===== src/rtl/mem_bus_arbiter.sv =====
// Two-master arbiter in front of a single-port synchronous RAM (1-cycle read latency).
// One access is forwarded per cycle; a losing or blocked strobe waits in a one-deep slot.
module mem_bus_arbiter #(
  parameter int ADDR_WIDTH = 32,
  parameter bit RR_INIT    = 1'b0,
  parameter int CNT_WIDTH  = 16
) (
  input  logic                  clk,
  input  logic                  reset_n,
  input  logic [ADDR_WIDTH-1:0] m0_addr,
  input  logic [31:0]           m0_wdata,
  input  logic [3:0]            m0_wmask,
  input  logic                  m0_rstrb,
  output logic [31:0]           m0_rdata,
  output logic                  m0_rbusy,
  input  logic [ADDR_WIDTH-1:0] m1_addr,
  input  logic [31:0]           m1_wdata,
  input  logic [3:0]            m1_wmask,
  input  logic                  m1_rstrb,
  output logic [31:0]           m1_rdata,
  output logic                  m1_rbusy,
  output logic [ADDR_WIDTH-1:0] ram_addr,
  output logic [31:0]           ram_wdata,
  output logic [3:0]            ram_wmask,
  output logic                  ram_rstrb,
  input  logic [31:0]           ram_rdata,
  output logic [CNT_WIDTH-1:0]  stall_count
);

  function automatic logic [CNT_WIDTH-1:0] sat_inc(input logic [CNT_WIDTH-1:0] v);
    if (&v) return v;
    return v + CNT_WIDTH'(1);
  endfunction

  logic                  acc0, acc1;
  logic                  pend_vld_p1, pend_owner_p1;
  logic [ADDR_WIDTH-1:0] pend_addr_p1;
  logic [31:0]           pend_wdata_p1;
  logic [3:0]            pend_wmask_p1;
  logic                  pend_rstrb_p1;
  logic                  rr_ptr;
  logic                  resp0_p1, resp1_p1;
  logic [31:0]           hold0, hold1;

  logic                  iss_vld, iss_owner, iss_rstrb;
  logic [ADDR_WIDTH-1:0] iss_addr;
  logic [31:0]           iss_wdata;
  logic [3:0]            iss_wmask;
  logic                  park, park_owner, rr_flip;
  logic [ADDR_WIDTH-1:0] park_addr;
  logic [31:0]           park_wdata;
  logic [3:0]            park_wmask;
  logic                  park_rstrb;

  // A strobe from a port that is already stalled is a protocol violation and is dropped.
  assign acc0 = (m0_rstrb | (|m0_wmask)) & ~m0_rbusy & reset_n;
  assign acc1 = (m1_rstrb | (|m1_wmask)) & ~m1_rbusy & reset_n;

  always_comb begin
    iss_vld    = 1'b0;
    iss_owner  = 1'b0;
    iss_addr   = m0_addr;
    iss_wdata  = m0_wdata;
    iss_wmask  = 4'b0000;
    iss_rstrb  = 1'b0;
    park       = 1'b0;
    park_owner = 1'b0;
    rr_flip    = 1'b0;
    if (pend_vld_p1) begin
      iss_vld   = 1'b1;
      iss_owner = pend_owner_p1;
      iss_addr  = pend_addr_p1;
      iss_wdata = pend_wdata_p1;
      iss_wmask = pend_wmask_p1;
      iss_rstrb = pend_rstrb_p1;
      // Only the non-owner can strobe here; it takes over the slot as it drains.
      if (acc0) begin
        park       = 1'b1;
        park_owner = 1'b0;
      end else if (acc1) begin
        park       = 1'b1;
        park_owner = 1'b1;
      end
    end else if (acc0 && acc1) begin
      rr_flip    = 1'b1;
      park       = 1'b1;
      park_owner = ~rr_ptr;
      iss_vld    = 1'b1;
      iss_owner  = rr_ptr;
      if (rr_ptr) begin
        iss_addr  = m1_addr;
        iss_wdata = m1_wdata;
        iss_wmask = m1_wmask;
        iss_rstrb = m1_rstrb;
      end else begin
        iss_wmask = m0_wmask;
        iss_rstrb = m0_rstrb;
      end
    end else if (acc0) begin
      iss_vld   = 1'b1;
      iss_wmask = m0_wmask;
      iss_rstrb = m0_rstrb;
    end else if (acc1) begin
      iss_vld   = 1'b1;
      iss_owner = 1'b1;
      iss_addr  = m1_addr;
      iss_wdata = m1_wdata;
      iss_wmask = m1_wmask;
      iss_rstrb = m1_rstrb;
    end
  end

  assign park_addr  = park_owner ? m1_addr  : m0_addr;
  assign park_wdata = park_owner ? m1_wdata : m0_wdata;
  assign park_wmask = park_owner ? m1_wmask : m0_wmask;
  assign park_rstrb = park_owner ? m1_rstrb : m0_rstrb;

  assign ram_addr  = iss_addr;
  assign ram_wdata = iss_wdata;
  assign ram_wmask = iss_wmask & {4{reset_n}};
  assign ram_rstrb = iss_rstrb & reset_n;

  // ---- issue -> slot / return stage ----
  always_ff @(posedge clk or negedge reset_n) begin
    if (!reset_n) begin
      pend_vld_p1   <= 1'b0;
      pend_owner_p1 <= 1'b0;
      rr_ptr        <= RR_INIT;
      resp0_p1      <= 1'b0;
      resp1_p1      <= 1'b0;
      hold0         <= 32'd0;
      hold1         <= 32'd0;
      stall_count   <= '0;
    end else begin
      pend_vld_p1 <= park;
      if (park) pend_owner_p1 <= park_owner;
      if (rr_flip) rr_ptr <= ~rr_ptr;
      resp0_p1 <= iss_vld & iss_rstrb & ~iss_owner;
      resp1_p1 <= iss_vld & iss_rstrb & iss_owner;
      if (resp0_p1) hold0 <= ram_rdata;
      if (resp1_p1) hold1 <= ram_rdata;
      if (m0_rbusy | m1_rbusy) stall_count <= sat_inc(stall_count);
    end
  end

  always_ff @(posedge clk) begin
    if (park) begin
      pend_addr_p1  <= park_addr;
      pend_wdata_p1 <= park_wdata;
      pend_wmask_p1 <= park_wmask;
      pend_rstrb_p1 <= park_rstrb;
    end
  end

  assign m0_rbusy = pend_vld_p1 & ~pend_owner_p1;
  assign m1_rbusy = pend_vld_p1 & pend_owner_p1;
  assign m0_rdata = resp0_p1 ? ram_rdata : hold0;
  assign m1_rdata = resp1_p1 ? ram_rdata : hold1;

endmodule


===== config.mk =====
export PLATFORM = sky130hd
export DESIGN_NAME = mem_bus_arbiter
export DESIGN_NICKNAME = d
export VERILOG_FILES = /design/src/rtl/mem_bus_arbiter.sv
export SDC_FILE = /design/constraint.sdc
export NUM_CORES = 1
export LEC_CHECK = 0
export BUFFER_PORTS_ARGS = -buffer_cell sky130_fd_sc_hd__buf_2
export CAP_MARGIN = 20
export CORE_MARGIN = 2
export CORE_UTILIZATION = 30
export DETAILED_ROUTE_END_ITERATION = 10
export RECOVER_POWER = 100
export SLEW_MARGIN = 40
export SYNTH_ARGS = -nofsm -noshare
export SYNTH_HDL_FRONTEND = slang
export SYNTH_SLANG_ARGS = --single-unit

===== constraint.sdc =====
create_clock -name clk -period 3.5 [get_ports clk]
set_input_delay 0.7 -clock clk [delete_from_list [all_inputs] [get_ports clk]]
set_output_delay 0.7 -clock clk [all_outputs]
set_load 0.05 [all_outputs]

==> metrics.md, run 1 <==
| Metric | Value |
|---|---|
| Starting DRT DRC Count | `302` |
| IO buf count | `322` |
| Status | `complete, no violations` |
| Chip height | `177 µm` |
| Drt total wl | `27.8 mm` |
| Worst vdd ir | `0.000318 V` |
| Part of the power in registers | `0.291` |
| Antenna Nets Post-Route | `0` |
| Initial antenna violation count | `7` |
| Util after Layout | `0.397` |
| HPWL reported at the end of detailed placement | `19.6 mm` |
| HP Class | `in -> async` |
| Worst setup slack after layout | `0.140 ns` |
| Clk_skew | `0.0160 ns` |
| Row Count | `63` |
| EDFF count, synth | `69` |
| Width of the chip | `177 µm` |
| Starting Density | `0.304` |
| Critical path required time | `2.80 ns` |
| Setup WS pre-CTS | `0.122 ns` |
| Comb power frac | `0.510` |
| CTS clk-pin slew, worst paths | `0.07 ns` |
| Ys async rst share | `0.552` |
| CTS tree | `done` |
| Syn Inst Count | `773` |
| First drt pass iteration count | `6` |
| Clk_lat worst skew | `0.43 ns` |
| Setup Crit Path Kind | `in -> out` |
| Total CTS buffers | `17` |
| Slew @ Worst Pin | `1.30 ns` |
| Post-synthesis sequential area ratio | `0.467` |
| Static leakage | `5.15 nW` |
| DR vias | `7503` |
| Clk root buf | `clkbuf_16` |
| Routability congestion estimate | `0.823` |
| Rel. slew slack | `0.132` |
| Global-route usage over all layers | `0.172` |
| Routed WL per cell | `18.8 µm` |
| Yosys Warn Count | `0` |
| Post-Syn Area | `8990 µm²` |
| Clock power frac | `0.198` |
| First-pass GRT wire length | `42.1 mm` |
| Hold buffer count at CTS | `0` |
| Overall Power | `9.10 mW` |
| Internal Power | `4.61 mW` |
| Critical path peak fanout | `20` |
| Synth Register Bits | `154` |
| Vias per cell | `5.07` |
| Worst Setup End Kind | `primary output` |
| Sw power | `4.48 mW` |
| Switching share of power | `0.493` |
| Maximum clock frequency | `298 MHz` |
| Fill cell count | `2992` |
| Min Tclk post-route | `3.36 ns` |
| Post-synth cell types | `51` |
| Layout area overhead | `30.6%` |
| Clk sinks | `154` |
| I/O Pins | `323` |
| Hold Fails Final Rpt | `0` |
| Setup violators final | `0` |
| Grt ovf | `0` |
| Drt drc | `0` |
| Vias in the first global route | `7643` |
| PD cells | `775 nW/µm²` |
| Die area | `31400 µm²` |
| Syn_nets | `946` |
| Share of cells above drive strength 1 | `0.413` |
| Largest net degree at the start of global routing | `55` |
| Unrepaired setup endpoints after global routing | `no` |
| Quantity of gates resized following cts | `0` |
| Nets | `1246` |
| Synth Area per Inst | `11.6 µm²` |
| Fin. max-slew vios | `0` |
| Arr. time, crit path | `2.66 ns` |
| Clk buf depth | `2` |
| Fin Setup TNS | `0 ns` |
| Most used DFF post-synth | `dfrtp_1` |
| Post-CTS Setup Inserts | `0` |
| Max-cap viol count | `0` |
| Total number of H-tree levels | `4` |
| Final period utilization | `0.960` |
| Core area | `29600 µm²` |
| Startpoint types | `input port` |
| Fin Hold WS | `0.330 ns` |
| FF-to-FF setup slack | `0.40 ns` |
[layer usage]
layer	part of all wire	vias to the layer above	GRT usage
met2	0.46	276	0.286
met1	0.43	3633	0.208
met4	0.0098	8	0.0451
met5	0.0014	-	0
li1	-	3562	-
met3	0.097	24	0.0644
[worst paths after layout]
check / cells past startpoint / from / endpoint
max in group asynchronous: 3 / reset_n / hold1[29]
worst max register to register: 4 / pend_vld_p1 / pend_wdata_p1[1]
worst min register to register: 1 / hold1[7] / hold1[7]
min in group clk: 1 / hold1[7] / hold1[7]
worst max-delay path: 6 / m1_wmask[0] / ram_wdata[1]
worst min-delay path: 1 / reset_n / pend_owner_p1
[flip-flops by register name (all words and copies together) (netlist names)]
| signal | count |
|---|---|
| hold0 | 32 |
| hold1 | 32 |
| pend_addr_p1 | 32 |
| pend_wdata_p1 | 32 |
| stall_count | 16 |
| pend_wmask_p1 | 4 |
| pend_owner_p1 | 1 |
| pend_rstrb_p1 | 1 |
| pend_vld_p1 | 1 |
| resp0_p1 | 1 |
| resp1_p1 | 1 |
| rr_ptr | 1 |
[stage by stage]
step           instances  instance area, µm²
2_1_floorplan        773                9220
3_3_place_gp        1443               11300
3_5_place_dp        1443               11300
4_1_cts             1475               11900
5_1_grt             1477               11700
6_report            1479               11700
[cells in the final DEF (no fill, tap or decap), types with 7 or more instances in the layout]
master and instances:
mux2_1 30, nand4_1 23, a21oi_1 7, o221ai_2 37, edfxtp_1 69, inv_1 27
xor2_1 8, and3_1 45, o221ai_1 8, mux2i_1 94, clkbuf_16 17, buf_4 15
clkbuf_2 66, nand3_1 8, dfrtp_1 83, buf_2 176, nor3_1 7, mux2_2 105
nand2_1 73, clkbuf_1 85, o311ai_1 15
[power groups by stage]
| stage | combinational (mW) | clock, mW | sequential [mW] |
|---|---|---|---|
| finish | 4.64 | 1.80 | 2.65 |
| global route | 4.91 | 1.94 | 2.70 |
| CTS | 4.86 | 1.88 | 2.65 |
| detailed placement | 4.85 | 0 | 2.69 |
| global placement | 4.82 | 0 | 2.67 |
| floorplan | 3.64 | 0 | 2.75 |
[cell usage after synthesis (2+ instances only)]
| cell | instances | area share |
|---|---|---|
| a21o_1 | 2 | 0.0017 |
| or4_1 | 4 | 0.0033 |
| nor4_1 | 5 | 0.0035 |
| edfxtp_1 | 69 | 0.23 |
| o311ai_2 | 5 | 0.0090 |
| and3_1 | 45 | 0.031 |
| mux2_2 | 135 | 0.17 |
| nor2_1 | 5 | 0.0021 |
| o221ai_1 | 45 | 0.044 |
| o22ai_1 | 2 | 0.0014 |
| buf_6 | 6 | 0.0075 |
| o21a_1 | 3 | 0.0025 |
| buf_1 | 9 | 0.0038 |
| nand3_1 | 8 | 0.0045 |
| clkbuf_1 | 40 | 0.017 |
| nand4_1 | 23 | 0.016 |
| dfrtp_1 | 85 | 0.24 |
| nor3_1 | 7 | 0.0039 |
| nand2b_1 | 2 | 0.0014 |
| or3_1 | 2 | 0.0014 |
| nand2_1 | 73 | 0.030 |
| mux2i_1 | 94 | 0.10 |
| o31a_1 | 2 | 0.0019 |
| inv_1 | 27 | 0.011 |
| xnor2_1 | 6 | 0.0058 |
| buf_2 | 12 | 0.0067 |
| a21oi_1 | 6 | 0.0033 |
| a211oi_1 | 3 | 0.0025 |
| o21ai_0 | 4 | 0.0022 |
| o311ai_1 | 14 | 0.014 |
| xor2_1 | 8 | 0.0078 |
| a31oi_1 | 3 | 0.0021 |
[area by class of cell]
| cell class | count | area [µm²] | area share |
|---|---|---|---|
| multi-input cells | 524 | 4600 | 0.392 |
| flip-flops and latches | 154 | 4200 | 0.358 |
| repair buffers | 348 | 1770 | 0.151 |
| well taps | 390 | 488 | 0.0416 |
| clock buffers | 18 | 429 | 0.0366 |
| clock inverters | 14 | 130 | 0.0111 |
| inverters | 28 | 105 | 0.00896 |
| diodes | 3 | 7.51 | 0.000640 |
[critical path: stages]
cell and delay [ns]:
clkbuf_2 0.12, or4_1 0.58, o21a_4 0.34, and2_4 0.28, o311ai_1 0.28, buf_2 0.35
[cell families (layout without fill, tap and decap cells)]
logic type | Yosys count | count (layout) | share of synthesized area
compound gates | 101 | 101 | 0.0958
flops | 154 | 154 | 0.467
mux | 229 | 229 | 0.274
buf+inv | 95 | 408 | 0.0464
xor+xnor | 14 | 14 | 0.0136
simple gates | 179 | 179 | 0.102
fa+ha+maj | 1 | 1 | 0.00139
other cells | 0 | 3 | 0
Power figures use the tool's default switching activity.
==> run 2, diff against run 1 <==
- CORE_ASPECT_RATIO: not set -> 1.5
==> run 2 against run 1 <==
Compared with the run above: worst setup slack got worse by 0.035 ns; first-iteration DRC count rose by 20%; critical path depth rose by 1; flip-flop and latch count did not move; power barely moved; die area barely moved; combinational power fell by 0.9%; sequential share of layout area fell by 0.19 points.
==> metrics.md, run 2 (synthesized netlist as in run 1, its figures left out) <==
| Metric | Value |
|---|---|
| Nets | `1252 (+0.48%)` |
| Worst Setup End Kind | `primary output` |
| Critical path peak fanout | `27 (+35%)` |
| Setup violators final | `0 (unchanged)` |
| Maximum clock frequency | `295 MHz (-1.0%)` |
| Total CTS buffers | `17 (unchanged)` |
| CTS tree | `done` |
| HP Class | `reg -> reg` |
| Status | `complete, no violations` |
| Die area | `31400 µm² (about the same)` |
| Min Tclk post-route | `3.40 ns (+0.0351 ns)` |
| Share of cells above drive strength 1 | `0.413 (-0.000440)` |
| Startpoint types | `input port` |
| Critical path required time | `2.80 ns (about the same)` |
| Worst vdd ir | `0.000284 V (-11%)` |
| Clk buf depth | `2 (unchanged)` |
| Total number of H-tree levels | `4 (unchanged)` |
| Max-cap viol count | `0 (unchanged)` |
| Drt total wl | `28.3 mm (+1.6%)` |
| Vias per cell | `5.15 (+1.5%)` |
| Crit-path max cell delay | `0.64 ns (+0.06 ns)` |
| Fill cell count | `2988 (-0.13%)` |
| Clock power frac | `0.198 (about the same)` |
| Internal Power | `4.69 mW (+1.7%)` |
| Antenna Nets Post-Route | `0 (unchanged)` |
| First drt pass iteration count | `4 (-2)` |
| Quantity of gates resized following cts | `0 (unchanged)` |
| Most frequent cells in the layout | `buf_2 (178), mux2_2 (101), mux2i_1 (94)` |
| Unrepaired setup endpoints after global routing | `no` |
| CP most frequent cell | `clkbuf_2` |
| HPWL reported at the end of detailed placement | `20.1 mm (+2.6%)` |
| Static leakage | `5.17 nW (+0.56%)` |
| Post-CTS Setup Inserts | `0 (unchanged)` |
| Clk root buf | `clkbuf_16` |
| GRT Max-Usage Layer | `met2` |
| Rel. slew slack | `0.287 (+0.155)` |
| Util after Layout | `0.400 (+0.00340)` |
| Starting Density | `0.305 (+0.000813)` |
| PD cells | `770 nW/µm² (-0.68%)` |
| Clk_lat worst skew | `0.42 ns (about the same)` |
| Initial antenna violation count | `3 (-4)` |
| Family with the most delay on the worst path | `simple AND/OR/NAND/NOR gates` |
| Most common cell after layout, fill and taps aside | `buf_2` |
| Hold buffer count at CTS | `0 (unchanged)` |
| Core area | `29500 µm² (-0.27%)` |
| Setup Crit Path Kind | `in -> out` |
| Grt ovf | `0 (unchanged)` |
| Worst path slowest cell | `or4_1` |
| Final period utilization | `0.970 (+0.0100)` |
| Largest net degree at the start of global routing | `100 (+82%)` |
| Routed WL per cell | `19.0 µm (+0.86%)` |
| DR vias | `7675 (+2.3%)` |
| Width of the chip | `145 µm (-18%)` |
| Arr. time, crit path | `2.70 ns (+0.04 ns)` |
| Part of the power in registers | `0.296 (+0.005)` |
| Buf/Inv on CP | `3 (+1)` |
| First-pass GRT wire length | `43.3 mm (+2.9%)` |
| Comb power frac | `0.506 (-0.004)` |
| Vias in the first global route | `7962 (+4.2%)` |
| Slew @ Worst Pin | `1.07 ns (-0.232 ns)` |
| Switching share of power | `0.484 (-0.00910)` |
| Chip height | `216 µm (+22%)` |
| IO buf count | `322 (unchanged)` |
| Fin. max-slew vios | `0 (unchanged)` |
| Sw power | `4.40 mW (-1.9%)` |
| Met1 GRT Util | `0.197 (-0.0105)` |
| Hold Fails Final Rpt | `0 (unchanged)` |
| Clk_skew | `0.0102 ns (-0.00574 ns)` |
| Layout area overhead | `31.3%` |
| Met2 Usage GRT | `0.311 (+0.0252)` |
| CP Cell Sequence | `clkbuf_2, or4_1, o21a_4, nand2_2, buf_6, o221ai_1, clkbuf_2` |
| Fin Hold WS | `0.481 ns (+0.151 ns)` |
| I/O Pins | `323 (unchanged)` |
| Row Count | `77 (+22%)` |
| FF-to-FF setup slack | `0.37 ns (-0.03 ns)` |
| CTS clk-pin slew, worst paths | `0.06 ns (about the same)` |
| Met3 global-route usage | `0.0486 (-0.0158)` |
| Global-route usage over all layers | `0.174 (+0.00284)` |
| Routability congestion estimate | `0.874 (+6.2%)` |
| Clk sinks | `154 (unchanged)` |
| Drt drc | `0 (unchanged)` |
| Fin Setup TNS | `0 ns (unchanged)` |
| Starting DRT DRC Count | `362 (+20%)` |
[run 2: cell count changes in the layout (fill, tap and decap cells not counted), sizes merged]
cell      before  now
clkinvlp       0    1
inv           35   32
clkbuf       169  171
o21a           3    4
clkinv         7    5
buf          197  204
[run 2: power by group through the flow]
stage / Combinational, mW / Clock, mW / Sequential (mW)
3_5_place_dp: 4.82 / 0 / 2.73
3_3_place_gp: 4.77 / 0 / 2.71
2_1_floorplan: 3.64 / 0 / 2.75
6_report: 4.60 / 1.80 / 2.69
5_1_grt: 4.83 / 1.93 / 2.75
4_1_cts: 4.83 / 1.87 / 2.70
[run 2: layer usage]
layer	vias to the layer above	share of wire
li1	3577	-
met1	3783	0.40
met2	273	0.51
met3	40	0.060
met4	2	0.025
met5	-	0.00046
[run 2: metrics by stage]
step / setup slack, ns / cell area [µm²] / cells / power, mW
floorplan: -0.344 / 9220 / 773 / 6.39
global placement: 0.0724 / 11400 / 1452 / 7.48
detailed placement: 0.0313 / 11400 / 1454 / 7.55
CTS: 0.0259 / 12000 / 1486 / 9.40
global route: 0.0184 / 11800 / 1489 / 9.51
finish: 0.105 / 11800 / 1490 / 9.09
[run 2: final timing paths]
path / start / to / depth (start not counted)
min reg2reg: hold0[4] / hold0[4] / 1
min in group asynchronous: reset_n / pend_vld_p1 / 2
max in group asynchronous: reset_n / hold0[10] / 2
max: m1_wmask[0] / ram_wdata[9] / 7
min: hold0[4] / hold0[4] / 1
max reg2reg: pend_vld_p1 / pend_addr_p1[22] / 4
[run 2: final cells by class]
class                   count  area, µm²  share of cell area
diodes                      3       7.51            0.000636
clock buffers              22        495              0.0420
clock inverters            10       77.6             0.00657
inverters                  28        105             0.00890
multi-input cells         525       4620               0.391
flip-flops and latches    154       4210               0.356
well taps                 395        494              0.0419
repair buffers            353       1800               0.152
==> run 3, diff against run 2 <==
- BUFFER_PORTS_ARGS: -buffer_cell sky130_fd_sc_hd__buf_2 -> -buffer_cell sky130_fd_sc_hd__buf_4
- CAP_MARGIN: 20 -> not set
==> run 3 against run 2 <==
Compared with the run above: the flow now finishes with violations (capacitance limit, slew limit); combinational power rose by 1%; flip-flop and latch count unchanged; via count about the same; sequential power hardly changed; worst setup slack improved by 0.0063 ns; fmax is 0.19% higher; register-to-register slack gained 0.22 ns; non-clock buffer count decreased by 5; first-iteration DRC count up 26%; final cell count decreased by 0.60%; die area did not move; largest cell class unchanged; highest routed layer is now met4.
==> metrics.md, run 3 (synthesized netlist as in run 1, its figures left out) <==
| Metric | Value |
|---|---|
| First-pass GRT wire length | `45.1 mm (+4.2%)` |
| FF-to-FF setup slack | `0.59 ns (+0.22 ns)` |
| Vias in the first global route | `7780 (-2.3%)` |
| GRT Max-Usage Layer | `met2` |
| Cell Count, Final, Fillers Out | `1481 (-0.60%)` |
| Clk sinks | `154 (unchanged)` |
| Most frequent cells in the layout | `buf_4 (200), mux2i_1 (94), clkbuf_1 (84)` |
| Multi-input logic area | `4620 µm² (about the same)` |
| Static leakage | `5.32 nW (+2.9%)` |
| Clk buf depth | `2 (unchanged)` |
| Drt total wl | `29.3 mm (+3.7%)` |
| Startpoint types | `input port` |
| Global-route usage over all layers | `0.184 (+0.00939)` |
| Setup violators final | `0 (unchanged)` |
| Slew @ Worst Pin | `1.95 ns (+0.878 ns)` |
| Grt ovf | `0 (unchanged)` |
| Total CTS buffers | `17 (unchanged)` |
| Met3 global-route usage | `0.0493 (+0.000634)` |
| Fill cell count | `3002 (+0.47%)` |
| Met1 GRT Util | `0.212 (+0.0146)` |
| Crit-path max cell delay | `0.60 ns (-0.04 ns)` |
| Fin. max-slew vios | `113 (+113)` |
| Fin Hold WS | `0.482 ns (+0.00149 ns)` |
| Unrepaired setup endpoints after global routing | `no` |
| DR vias | `7682 (+0.091%)` |
| Arr. time, crit path | `2.69 ns (about the same)` |
| HPWL reported at the end of detailed placement | `20.6 mm (+2.6%)` |
| Initial antenna violation count | `0 (-3)` |
| Starting DRT DRC Count | `456 (+26%)` |
| Clk root buf | `clkbuf_16` |
| Antenna Cells | `0 (-3)` |
| Hold Fails Final Rpt | `0 (unchanged)` |
| Routability congestion estimate | `0.821 (-6.1%)` |
| Reg2reg start | `pend_vld_p1` |
| FF/Latch Area | `4210 µm² (unchanged)` |
| Clk_lat worst skew | `0.45 ns (+0.03 ns)` |
| Share of cells above drive strength 1 | `0.392 (-0.0207)` |
| First drt pass iteration count | `4 (unchanged)` |
| Layout area overhead | `36.5%` |
| Post-CTS Setup Inserts | `0 (unchanged)` |
| Overall Power | `9.17 mW (+0.95%)` |
| Hold buffer count at CTS | `0 (unchanged)` |
| Final period utilization | `0.968 (-0.00180)` |
| WHS Endpoint | `hold1[5]` |
| Hold Crit Depth | `1 (unchanged)` |
| Critical path required time | `2.80 ns (about the same)` |
| Chip height | `216 µm (unchanged)` |
| I/O Pins | `323 (unchanged)` |
| Vias per cell | `5.19 (+0.70%)` |
| Status | `finished with violations` |
| Worst path slowest cell | `or4_1` |
| IO buf count | `322 (unchanged)` |
| Maximum clock frequency | `295 MHz (+0.19%)` |
| FF-to-FF path depth | `4 (unchanged)` |
| Worst Setup SP | `m1_wmask[0]` |
| Hold_sp | `hold1[5]` |
| Antenna Nets Post-Route | `0 (unchanged)` |
| Max-cap viol count | `2 (+2)` |
| Worst vdd ir | `0.000375 V (+32%)` |
| Clk_skew | `0.0102 ns (-0.0000751 ns)` |
| Met2 Usage GRT | `0.317 (+0.00632)` |
| Critical path peak fanout | `20 (-26%)` |
| Failing checks | `capacitance limit, slew limit` |
| Die area | `31400 µm² (unchanged)` |
| Most common cell after layout, fill and taps aside | `buf_4` |
| PD cells | `748 nW/µm² (-2.9%)` |
| Row Count | `77 (unchanged)` |
| Core area | `29500 µm² (unchanged)` |
| Util after Layout | `0.416 (+0.0158)` |
| CTS clk-pin slew, worst paths | `0.06 ns (about the same)` |
| Quantity of gates resized following cts | `0 (unchanged)` |
| Nets | `1246 (-0.48%)` |
| Routed WL per cell | `19.8 µm (+4.4%)` |
| Width of the chip | `145 µm (unchanged)` |
| Rel. slew slack | `-0.298 (-0.585)` |
| Min Tclk post-route | `3.39 ns (-0.00630 ns)` |
| CP Cell Sequence | `clkbuf_2, or4_1, o21a_4, and2_4, o311ai_1, buf_4` |
| Reg2Reg Capture Point | `pend_addr_p1[17]` |
| Starting Density | `0.305 (unchanged)` |
| HP Class | `reg -> reg` |
| Worst Setup End Kind | `primary output` |
| Setup Crit Path Kind | `in -> out` |
| Largest net degree at the start of global routing | `81 (-19%)` |
| Total number of H-tree levels | `4 (unchanged)` |
| CTS tree | `done` |
| Drt drc | `0 (unchanged)` |
| Placed cell count | `1449 (-0.34%)` |
==> run 3: final cells by class <==
| class | instances | share of cell area |
|---|---|---|
| multi-input cells | 524 | 0.377 |
| flip-flops and latches | 154 | 0.343 |
| repair buffers | 348 | 0.184 |
| well taps | 395 | 0.0403 |
| clock buffers | 20 | 0.0390 |
| inverters | 28 | 0.00857 |
| clock inverters | 12 | 0.00826 |
==> run 3: metrics by stage <==
step                TNS [ns]  setup WS [ns]  instance area, µm²
CTS                        0         0.0268               12700
finish                     0          0.111               12300
detailed placement         0         0.0317               12100
global route               0         0.0135               12300
global placement           0         0.0478               12100
floorplan              -4.81         -0.344                9220
==> run 3: how the worst max path moves through the flow <==
stage	slack [ns]	to
floorplan	-0.34	ram_addr[20]
global placement	0.05	ram_wdata[8]
detailed placement	0.03	ram_wdata[8]
CTS	0.03	ram_wdata[8]
global route	0.01	ram_wdata[4]
finish	0.11	ram_addr[24]
==> run 3: report_power, final <==
group	internal, mW	switching (mW)	leakage, nW
combinational	1.25	3.39	3.34
clock	1.01	0.828	0.288
sequential	2.46	0.235	1.69
==> run 3: per-layer routing <==
layer / vias to the layer above / share of wire / routed length [µm]
met5: - / 0 / 0
met4: 0 / 0.032 / 933
met3: 42 / 0.061 / 1770
met2: 265 / 0.51 / 14900
met1: 3816 / 0.40 / 11700
li1: 3559 / - / -
==> run 3: worst max-delay path, delay by kind of cell <==
| family | cells | cell delay, ns |
|---|---|---|
| and+or+nand+nor | 2 | 0.88 |
| buffers and inverters | 2 | 0.38 |
| AOI/OAI and AO/OA | 2 | 0.71 |
